<file path="src/rtl/hack_cpu_mc.sv">
// hack_cpu_mc: multi-cycle Hack CPU with separate request/ready instruction
// and data memory ports. Each instruction runs FETCH -> [MEM_RD] -> EXEC ->
// [MEM_WR]. Only one memory request is ever active, because every request
// is tied to exactly one state.
module hack_cpu_mc #(
  parameter int WIDTH      = 16,
  parameter int ADDR_WIDTH = 15,
  parameter int RESET_PC   = 0
) (
  input  logic                  clk,
  input  logic                  reset_n,
  output logic                  imem_req,
  output logic [ADDR_WIDTH-1:0] imem_addr,
  input  logic [WIDTH-1:0]      imem_rdata,
  input  logic                  imem_ready,
  output logic                  dmem_req,
  output logic                  dmem_we,
  output logic [ADDR_WIDTH-1:0] dmem_addr,
  output logic [WIDTH-1:0]      dmem_wdata,
  input  logic [WIDTH-1:0]      dmem_rdata,
  input  logic                  dmem_ready,
  output logic                  retire,
  output logic [ADDR_WIDTH-1:0] pc
);

  localparam logic [ADDR_WIDTH-1:0] L_RESET_PC = ADDR_WIDTH'(RESET_PC);

  localparam logic [1:0] S_FETCH  = 2'd0;
  localparam logic [1:0] S_MEM_RD = 2'd1;
  localparam logic [1:0] S_EXEC   = 2'd2;
  localparam logic [1:0] S_MEM_WR = 2'd3;

  logic [1:0]            r_state;
  logic [ADDR_WIDTH-1:0] r_pc;
  logic [WIDTH-1:0]      r_a;
  logic [WIDTH-1:0]      r_d;
  logic [WIDTH-1:0]      r_ir;
  logic [WIDTH-1:0]      r_mdr;
  logic [WIDTH-1:0]      r_wdata;
  // r_waddr doubles as the jump target. Both are the pre-update A.
  logic [ADDR_WIDTH-1:0] r_waddr;
  logic                  r_jumpTaken;

  // Instruction fields
  logic                  w_isC;
  logic                  w_aBit;
  logic [5:0]            w_comp;
  logic [2:0]            w_dest;
  logic [2:0]            w_jmp;
  logic [ADDR_WIDTH-1:0] w_aAddr;
  logic [ADDR_WIDTH-1:0] w_pcInc;

  // ALU datapath
  logic [WIDTH-1:0] w_y;
  logic [WIDTH-1:0] w_x0;
  logic [WIDTH-1:0] w_x1;
  logic [WIDTH-1:0] w_y0;
  logic [WIDTH-1:0] w_y1;
  logic [WIDTH-1:0] w_f;
  logic [WIDTH-1:0] w_alu;
  logic             w_ng;
  logic             w_zr;
  logic             w_jump;

  assign w_isC   = r_ir[WIDTH-1];
  assign w_aBit  = r_ir[12];
  assign w_comp  = r_ir[11:6];
  assign w_dest  = r_ir[5:3];
  assign w_jmp   = r_ir[2:0];
  assign w_aAddr = r_a[ADDR_WIDTH-1:0];
  // pc+1 wraps naturally at the ADDR_WIDTH boundary.
  assign w_pcInc = r_pc + 1'b1;

  // Hack ALU: the zx/nx/zy/ny/f/no control bits are taken directly from comp.
  assign w_y    = w_aBit ? r_mdr : r_a;
  assign w_x0   = w_comp[5] ? '0 : r_d;
  assign w_x1   = w_comp[4] ? ~w_x0 : w_x0;
  assign w_y0   = w_comp[3] ? '0 : w_y;
  assign w_y1   = w_comp[2] ? ~w_y0 : w_y0;
  assign w_f    = w_comp[1] ? (w_x1 + w_y1) : (w_x1 & w_y1);
  assign w_alu  = w_comp[0] ? ~w_f : w_f;
  assign w_ng   = w_alu[WIDTH-1];
  assign w_zr   = (w_alu == '0);
  // jump bits: [2] less than zero, [1] equal to zero, [0] greater than zero.
  assign w_jump = (w_jmp[2] & w_ng) | (w_jmp[1] & w_zr) | (w_jmp[0] & ~w_ng & ~w_zr);

  // Memory requests follow the state directly.
  // imem_req is also gated by reset_n so that it is low while reset is held.
  assign imem_req   = reset_n && (r_state == S_FETCH);
  assign imem_addr  = r_pc;
  assign dmem_req   = (r_state == S_MEM_RD) || (r_state == S_MEM_WR);
  assign dmem_we    = (r_state == S_MEM_WR);
  assign dmem_addr  = (r_state == S_MEM_WR) ? r_waddr : w_aAddr;
  assign dmem_wdata = r_wdata;
  assign pc         = r_pc;
  assign retire     = ((r_state == S_EXEC) && (!w_isC || !w_dest[0])) ||
                      ((r_state == S_MEM_WR) && dmem_ready);

  // Instruction sequencer and architectural state.
  // Async reset discards any in-flight instruction.
  always_ff @(posedge clk or negedge reset_n) begin
    if (!reset_n) begin
      r_state     <= S_FETCH;
      r_pc        <= L_RESET_PC;
      r_a         <= '0;
      r_d         <= '0;
      r_ir        <= '0;
      r_mdr       <= '0;
      r_wdata     <= '0;
      r_waddr     <= '0;
      r_jumpTaken <= 1'b0;
    end else begin
      case (r_state)
        S_FETCH: begin
          if (imem_ready) begin
            r_ir    <= imem_rdata;
            r_state <= (imem_rdata[WIDTH-1] && imem_rdata[12]) ? S_MEM_RD : S_EXEC;
          end
        end
        S_MEM_RD: begin
          if (dmem_ready) begin
            r_mdr   <= dmem_rdata;
            r_state <= S_EXEC;
          end
        end
        S_EXEC: begin
          if (!w_isC) begin
            r_a     <= r_ir;
            r_pc    <= w_pcInc;
            r_state <= S_FETCH;
          end else begin
            if (w_dest[1]) r_d <= w_alu;
            if (w_dest[2]) r_a <= w_alu;
            if (w_dest[0]) begin
              // The write target and the jump outcome are captured here.
              // A may be overwritten in this same cycle, so they cannot be read later.
              r_wdata     <= w_alu;
              r_waddr     <= w_aAddr;
              r_jumpTaken <= w_jump;
              r_state     <= S_MEM_WR;
            end else begin
              r_pc    <= w_jump ? w_aAddr : w_pcInc;
              r_state <= S_FETCH;
            end
          end
        end
        S_MEM_WR: begin
          if (dmem_ready) begin
            r_pc    <= r_jumpTaken ? r_waddr : w_pcInc;
            r_state <= S_FETCH;
          end
        end
        default: r_state <= S_FETCH;
      endcase
    end
  end

endmodule
</file>
<file path="config.mk">
export PLATFORM = sky130hd
export DESIGN_NAME = hack_cpu_mc
export DESIGN_NICKNAME = d
export VERILOG_FILES = /design/src/rtl/hack_cpu_mc.sv
export SDC_FILE = /design/constraint.sdc
export NUM_CORES = 1
export LEC_CHECK = 0
export ABC_AREA = 1
export CORE_AREA = 8 8 150 152
export DETAILED_ROUTE_END_ITERATION = 10
export DIE_AREA = 0 0 158 160
export GPL_ROUTABILITY_DRIVEN = 0
export GPL_TIMING_DRIVEN = 0
export PLACE_DENSITY_LB_ADDON = 0.08
export SLEW_MARGIN = 20
export SYNTH_ARGS = -nofsm -noshare
export SYNTH_HDL_FRONTEND = slang
export SYNTH_SLANG_ARGS = --single-unit
</file>
<file path="constraint.sdc">
create_clock -name clk -period 4.2 [get_ports clk]
set_clock_uncertainty 0.2 [all_clocks]
set_input_delay 0.84 -clock clk [delete_from_list [all_inputs] [get_ports clk]]
set_output_delay 0.84 -clock clk [all_outputs]
set_load 0.005 [all_outputs]
</file>
# Word level (Yosys, flattened, before mapping)

Index checks and enable logic that the tools add are counted.

Register bits after elaboration: 113
Bits in latches: 0
Bits in writable memories: 0
Memory bits (read-only): 0
Input bits: 36
Output and inout port bits: 65
Logic and storage cells: 73
Memories kept: 0

$add $sub $neg: 2
$mul: 0
Divide/modulo/power cells: 0
$lt $le $gt $ge: 0
Eq/ne operators: 8
Shifts and indexed selects: 0
Multiplexer cells: 23
Bitwise logic cells: 12
Reductions and logical operators: 19

Operators with widths:

| cell                                                                  | count |
|---|---|
| 16-bit two-way mux                                                    | 9 |
| 15-bit two-way mux                                                    | 6 |
| 16-bit inverter                                                       | 3 |
| 15-bit one-hot mux with 2 select lines                                | 1 |
| 16-bit adder                                                          | 1 |
| 16-bit AND                                                            | 1 |
| 16-bit logical NOT                                                    | 1 |
| 15-bit by 1-bit adder with 15-bit output, second input constant       | 1 |
| 2-bit two-way mux                                                     | 6 |
| 3-bit AND reduction                                                   | 4 |
| 2-bit one-hot mux with 4 select lines                                 | 1 |
| 2-bit != test, second input constant                                  | 3 |
| 2-bit AND reduction                                                   | 3 |
| 1-bit AND                                                             | 4 |
| 2-bit equality test, second input constant                            | 2 |
| 1-bit logical AND                                                     | 4 |
| 1-bit logical OR                                                      | 3 |
| 3-bit != test, second input constant                                  | 1 |
| 2-bit by 1-bit equality test with 1-bit output, second input constant | 1 |
| 1-bit logical NOT                                                     | 2 |
| 2-bit logical NOT                                                     | 1 |
| 2-bit by 1-bit != test with 1-bit output, second input constant       | 1 |
| 1-bit inverter                                                        | 2 |
| 1-bit bitwise OR                                                      | 2 |
| 2-bit nonzero test                                                    | 1 |

# Longest topological paths before layout

Depth in word-level cells: 16
Depth in mapped cells: 27
Mapped depth without buffers: 25

# Worst setup path before layout

OpenSTA, ideal clock, no wires.

Kind: register -> register
Start: reg r_ir[10]
End: reg r_pc[2] (netlist: imem_addr[2])
Setup time: 0.122 ns
Data arrival time: 3.406 ns
Setup slack: 0.472 ns
Stages on the path, launching flop included: 22
Period minus slack after synthesis: 3.728 ns
Cells stage by stage: dfrtp_1 > clkbuf_1 > clkbuf_1 > xor2_1 > inv_1 > fa_1 > nand2_1 > nand2_2 > nand3_1 > nand3_1 > nand2_1 > xor2_1 > nand2_1 > nor3_2 > nand3_1 > nand2_2 > nand3_4 > nand2_4 > buf_12 > nand2_4 > nand3_2 > a21oi_2

Longest elaborated chain between the ends: 13

RTL lines:

| element                                                     | RTL line | text |
|---|---|---|
| start, declared                                             | 37       | `logic [WIDTH-1:0] r_ir;` |
| start signal, assigned                                      | 116      | `r_ir <= imem_rdata;` |
| 16-bit two-way mux *                                        | 77       | `assign w_x1 = w_comp[4] ? ~w_x0 : w_x0;` |
| 16-bit adder / 16-bit AND (equally long branches)           | 80       | `assign w_f = w_comp[1] ? (w_x1 + w_y1) : (w_x1 & w_y1);` |
| 16-bit two-way mux *                                        | 80       |  |
| 16-bit inverter                                             | 81       | `assign w_alu = w_comp[0] ? ~w_f : w_f;` |
| 16-bit two-way mux *                                        | 81       |  |
| 16-bit logical NOT / 1-bit inverter (equally long branches) | 83, 85   |  |
| 1-bit AND / 1-bit inverter (equally long branches)          | 85       | `assign w_jump = (w_jmp[2] & w_ng) \| (w_jmp[1] & w_zr) \| (w_jmp[0] & ~w_ng & ~w_zr);` |
| 1-bit bitwise OR / 1-bit AND (equally long branches)        | 85       |  |
| 1-bit bitwise OR *                                          | 85       |  |
| 15-bit two-way mux *                                        | 142      | `r_pc <= w_jump ? w_aAddr : w_pcInc;` |
| 15-bit two-way mux *                                        | 134      | `if (w_dest[0]) begin` |
| 15-bit two-way mux *                                        | 127      | `if (!w_isC) begin` |
| 15-bit one-hot mux with 2 select lines *                    | 113      | `case (r_state)` |
| end signal, assigned                                        | 129      | `r_pc <= w_pcInc;` |
| end signal, assigned                                        | 142      |  |
| end signal, assigned                                        | 149      | `r_pc <= r_jumpTaken ? r_waddr : w_pcInc;` |
| end, declared                                               | 34       | `logic [ADDR_WIDTH-1:0] r_pc;` |

Mark *: on every way between the ends. The rest lies on a longest branch, timed or not. The select of a mux whose other input is x is not followed.
A chain may end at the register's enable or synchronous reset.

# Final worst setup path

Start: reg r_ir[12]
End: reg r_pc[2] (netlist: imem_addr[2])

Longest elaborated chain between the ends: 16

RTL lines:

| element                                                     | RTL line | text |
|---|---|---|
| 16-bit two-way mux *                                        | 75       | `assign w_y = w_aBit ? r_mdr : r_a;` |
| 16-bit two-way mux *                                        | 78       | `assign w_y0 = w_comp[3] ? '0 : w_y;` |
| 16-bit inverter                                             | 79       | `assign w_y1 = w_comp[2] ? ~w_y0 : w_y0;` |
| 16-bit two-way mux *                                        | 79       |  |
| 16-bit adder / 16-bit AND (equally long branches)           | 80       |  |
| 16-bit two-way mux *                                        | 80       |  |
| 16-bit inverter                                             | 81       |  |
| 16-bit two-way mux *                                        | 81       |  |
| 16-bit logical NOT / 1-bit inverter (equally long branches) | 83, 85   |  |
| 1-bit AND / 1-bit inverter (equally long branches)          | 85       |  |
| 1-bit bitwise OR / 1-bit AND (equally long branches)        | 85       |  |
| 1-bit bitwise OR *                                          | 85       |  |
| 15-bit two-way mux *                                        | 142      |  |
| 15-bit two-way mux *                                        | 134      |  |
| 15-bit two-way mux *                                        | 127      |  |
| 15-bit one-hot mux with 2 select lines *                    | 113      |  |

Marked as above.

==> results.sh <==
export IMPL_status="finished, final reports clean"
export IMPL_cp_slowest_stage_delay_ns=0.43
export IMPL_max_cap_violations=0
export IMPL_path_class="reg -> reg"
export IMPL_grt_max_degree=64
export IMPL_layout_min_cycle_time_ns=4.032
export IMPL_num_fill_cells=2073
export IMPL_start_util=0.3919
export IMPL_nets=1220
export IMPL_vias=7257
export IMPL_clkLatencyLatePin_ns=0.42
export IMPL_die_x_um=158
export IMPL_syn_inst=1044
export IMPL_slew_violations=0
export IMPL_hold_class="in -> async"
export IMPL_place_port_buffers=100
export IMPL_wl_per_cell_um=17.55
export IMPL_layout_common_cells="nand2_1, inv_1, dfrtp_1"
export IMPL_syn_nets=1098
export IMPL_synthDistinctLibCells=40
export IMPL_cp_start_kind="flop"
export IMPL_drtAntennaViolNets=0
export IMPL_grt_pass1_wl_um=39670
export IMPL_critPathMaxFanout=10
export IMPL_fmax_mhz=248.0
export IMPL_die_area_um2=25280
export IMPL_worst_pin_slew_ns=0.7734
export IMPL_grt_antenna_before_repair=0
export IMPL_netlist_area_um2=7853
export IMPL_core_area_um2=20040
export IMPL_drt_iter0_drc=645
export IMPL_clk_pin_slew_worst_paths_ns=0.06
export IMPL_final_hold_violation_count=0
export IMPL_drcViolationCount=0
export IMPL_multiInputGateArea_um2=4270
export IMPL_synth_seq_cells=113
export IMPL_cts_sinks=113
export IMPL_yosys_warnings=0
export IMPL_grt_overflow=0
export IMPL_num_antenna_cells=0
export IMPL_dr_pass1_iters=5
export IMPL_final_common_cell="nand2_1"
export IMPL_crit_slowest_cell="fa_2"
export IMPL_std_cell_rows=52
export IMPL_grt_use_total=0.2039
export IMPL_setup_viol=0
export IMPL_end_kind="flop"
export IMPL_cts_buffer_depth=2
export IMPL_regArea_um2=2829
export IMPL_numCtsBuffers=17
export IMPL_cp_arrival_ns=4.14
export IMPL_max_slew_margin_rel=0.4844
export IMPL_drive_gt1_frac=0.1696
export IMPL_cts_hold_buf=0
export IMPL_grt_pass1_vias=6835
export IMPL_cts_tree="yes"
export IMPL_finalSetupTns_ns=0
export IMPL_synth_avg_cell_area_um2=7.522
export IMPL_syn_to_final_growth_pct=26.80
export IMPL_wl_um=25430
export IMPL_htree_levels=4
export IMPL_fin_crit_sh=0.9601
export IMPL_cp_cell_sequence="inv_2 -> clkbuf_4 -> o21ai_2 -> xor2_1 -> ha_2 -> fa_2 -> nand2_1 -> nand2_1 -> xor2_1 -> inv_1 -> nor2_1 -> nand3_1 -> nor3_2 -> nand3_1 -> nand2_2 -> nand3_4 -> nand2_4 -> buf_12 -> nand2_4 -> nand3_2 -> a21oi_2"
export IMPL_worstPathRequired_ns=4.31
export IMPL_dp_hpwl_um=20000
export IMPL_cts_root_buf="clkbuf_16"
export IMPL_vias_per_cell=5.008
export IMPL_ys_seq_area_frac=0.3601
export IMPL_chipHeight_um=160
export IMPL_num_io_pins=101
repair_timing:
| item | CTS | global route |
|---|---|---|
| setup buffers | 0 | 5 |
| gates resized for setup | 8 | 28 |
| setup endpoints to repair | 16 | 16 |
| pin swaps | 0 | 6 |
layout make-up:
cell class	count	area share
multi-input combinational	736	0.4289
sequential	113	0.2841
timing repair buffer	106	0.1072
inverter	131	0.04976
clock buffer	18	0.04310
buffer	61	0.03506
tap	270	0.03393
clock inverter	14	0.01797
kinds of logic (layout without fill, tap and decap cells):
| group | after synthesis | count (layout) | share of synthesized area |
|---|---|---|---|
| and+or+nand+nor | 442 | 442 | 0.2760 |
| muxes | 24 | 24 | 0.03442 |
| buffers and inverters | 195 | 330 | 0.1069 |
| adders and majority gates | 18 | 18 | 0.02964 |
| AOI/OAI and AO/OA | 204 | 204 | 0.1394 |
| xor gates and xnor gates | 48 | 48 | 0.05354 |
| DFF | 113 | 113 | 0.3601 |
state kept, by name, summed over array words and instances (netlist names):
signal and cells:
r_jumpTaken 1, r_d 16, dmem_wdata 16, r_waddr 15, imem_addr 15, r_a 16
r_mdr 16, r_state 2, r_ir 16
routing by layer:
layer,global-route usage,routed length (um)
met5,0,0
met1,0.3077,12720
met4,0.06089,449
met3,0.03644,1542
met2,0.2868,10720
synth_stat cells (all sizes together):
cell,instances,area (um^2)
xor2,44,385.4
mux2,24,270.3
o32ai,1,8.760
nand2,267,1162
o31ai,1,7.510
nor2,49,203.9
a31oi,2,12.51
clkinv,3,11.26
a21oi,84,457.9
buf,29,216.5
ha,17,212.7
and2,3,18.77
xnor2,4,35.03
nand3b,1,7.510
clkbuf,35,131.4
o211ai,8,60.06
or2,3,18.77
dfrtp,113,2828
inv,128,480.5
nand4,7,50.05
fa,1,20.02
o22ai,6,37.54
o21ai,102,510.5
nor3,5,30.03
nand3,107,675.7
final timing paths:
kind	end	cells after the start	startpoint	slack [ns]
max	imem_addr[2]$_DFFE_PN0P_	21	r_ir[12]$_DFFE_PN0P_	0.17
min	dmem_wdata[6]$_DFFE_PN0P_	1	reset_n	0.16
max reg2reg	imem_addr[2]$_DFFE_PN0P_	21	r_ir[12]$_DFFE_PN0P_	0.17
min reg2reg	dmem_wdata[6]$_DFFE_PN0P_	2	dmem_wdata[6]$_DFFE_PN0P_	0.28
max in group asynchronous	imem_addr[11]$_DFFE_PN0P_	2	reset_n	2.94
min in group clk	dmem_wdata[6]$_DFFE_PN0P_	2	dmem_wdata[6]$_DFFE_PN0P_	0.28
worst max-delay path, delay by kind of cell (launching register included):
kind,cells,cell delay (ns)
adder cells (fa/ha/maj),2,0.71
flip-flops,1,0.38
AND/OR/NAND/NOR,11,1.17
AO/OA/AOI/OAI,2,0.20
XOR/XNOR,2,0.68
buffers and inverters,4,0.56
stage by stage:
stage / utilization / hold WS (ns) / setup slack [ns] / area, um^2 / std cells
final: 0.4969 / 0.1615 / 0.1678 / 9957 / 1449
after global routing: 0.4969 / 0.2011 / -0.007666 / 9957 / 1449
after CTS: 0.4916 / 0.1775 / 0.02746 / 9851 / 1445
after detailed placement: 0.4601 / 0.2733 / -0.2914 / 9220 / 1415
after global placement: 0.4587 / 0.2671 / -2.984 / 9191 / 1414
after floorplan: - / 0.2527 / 0.4722 / 7853 / 1044
Power is not shown: default switching activity piles up to over one toggle a cycle in this logic, so the estimate is an artifact.
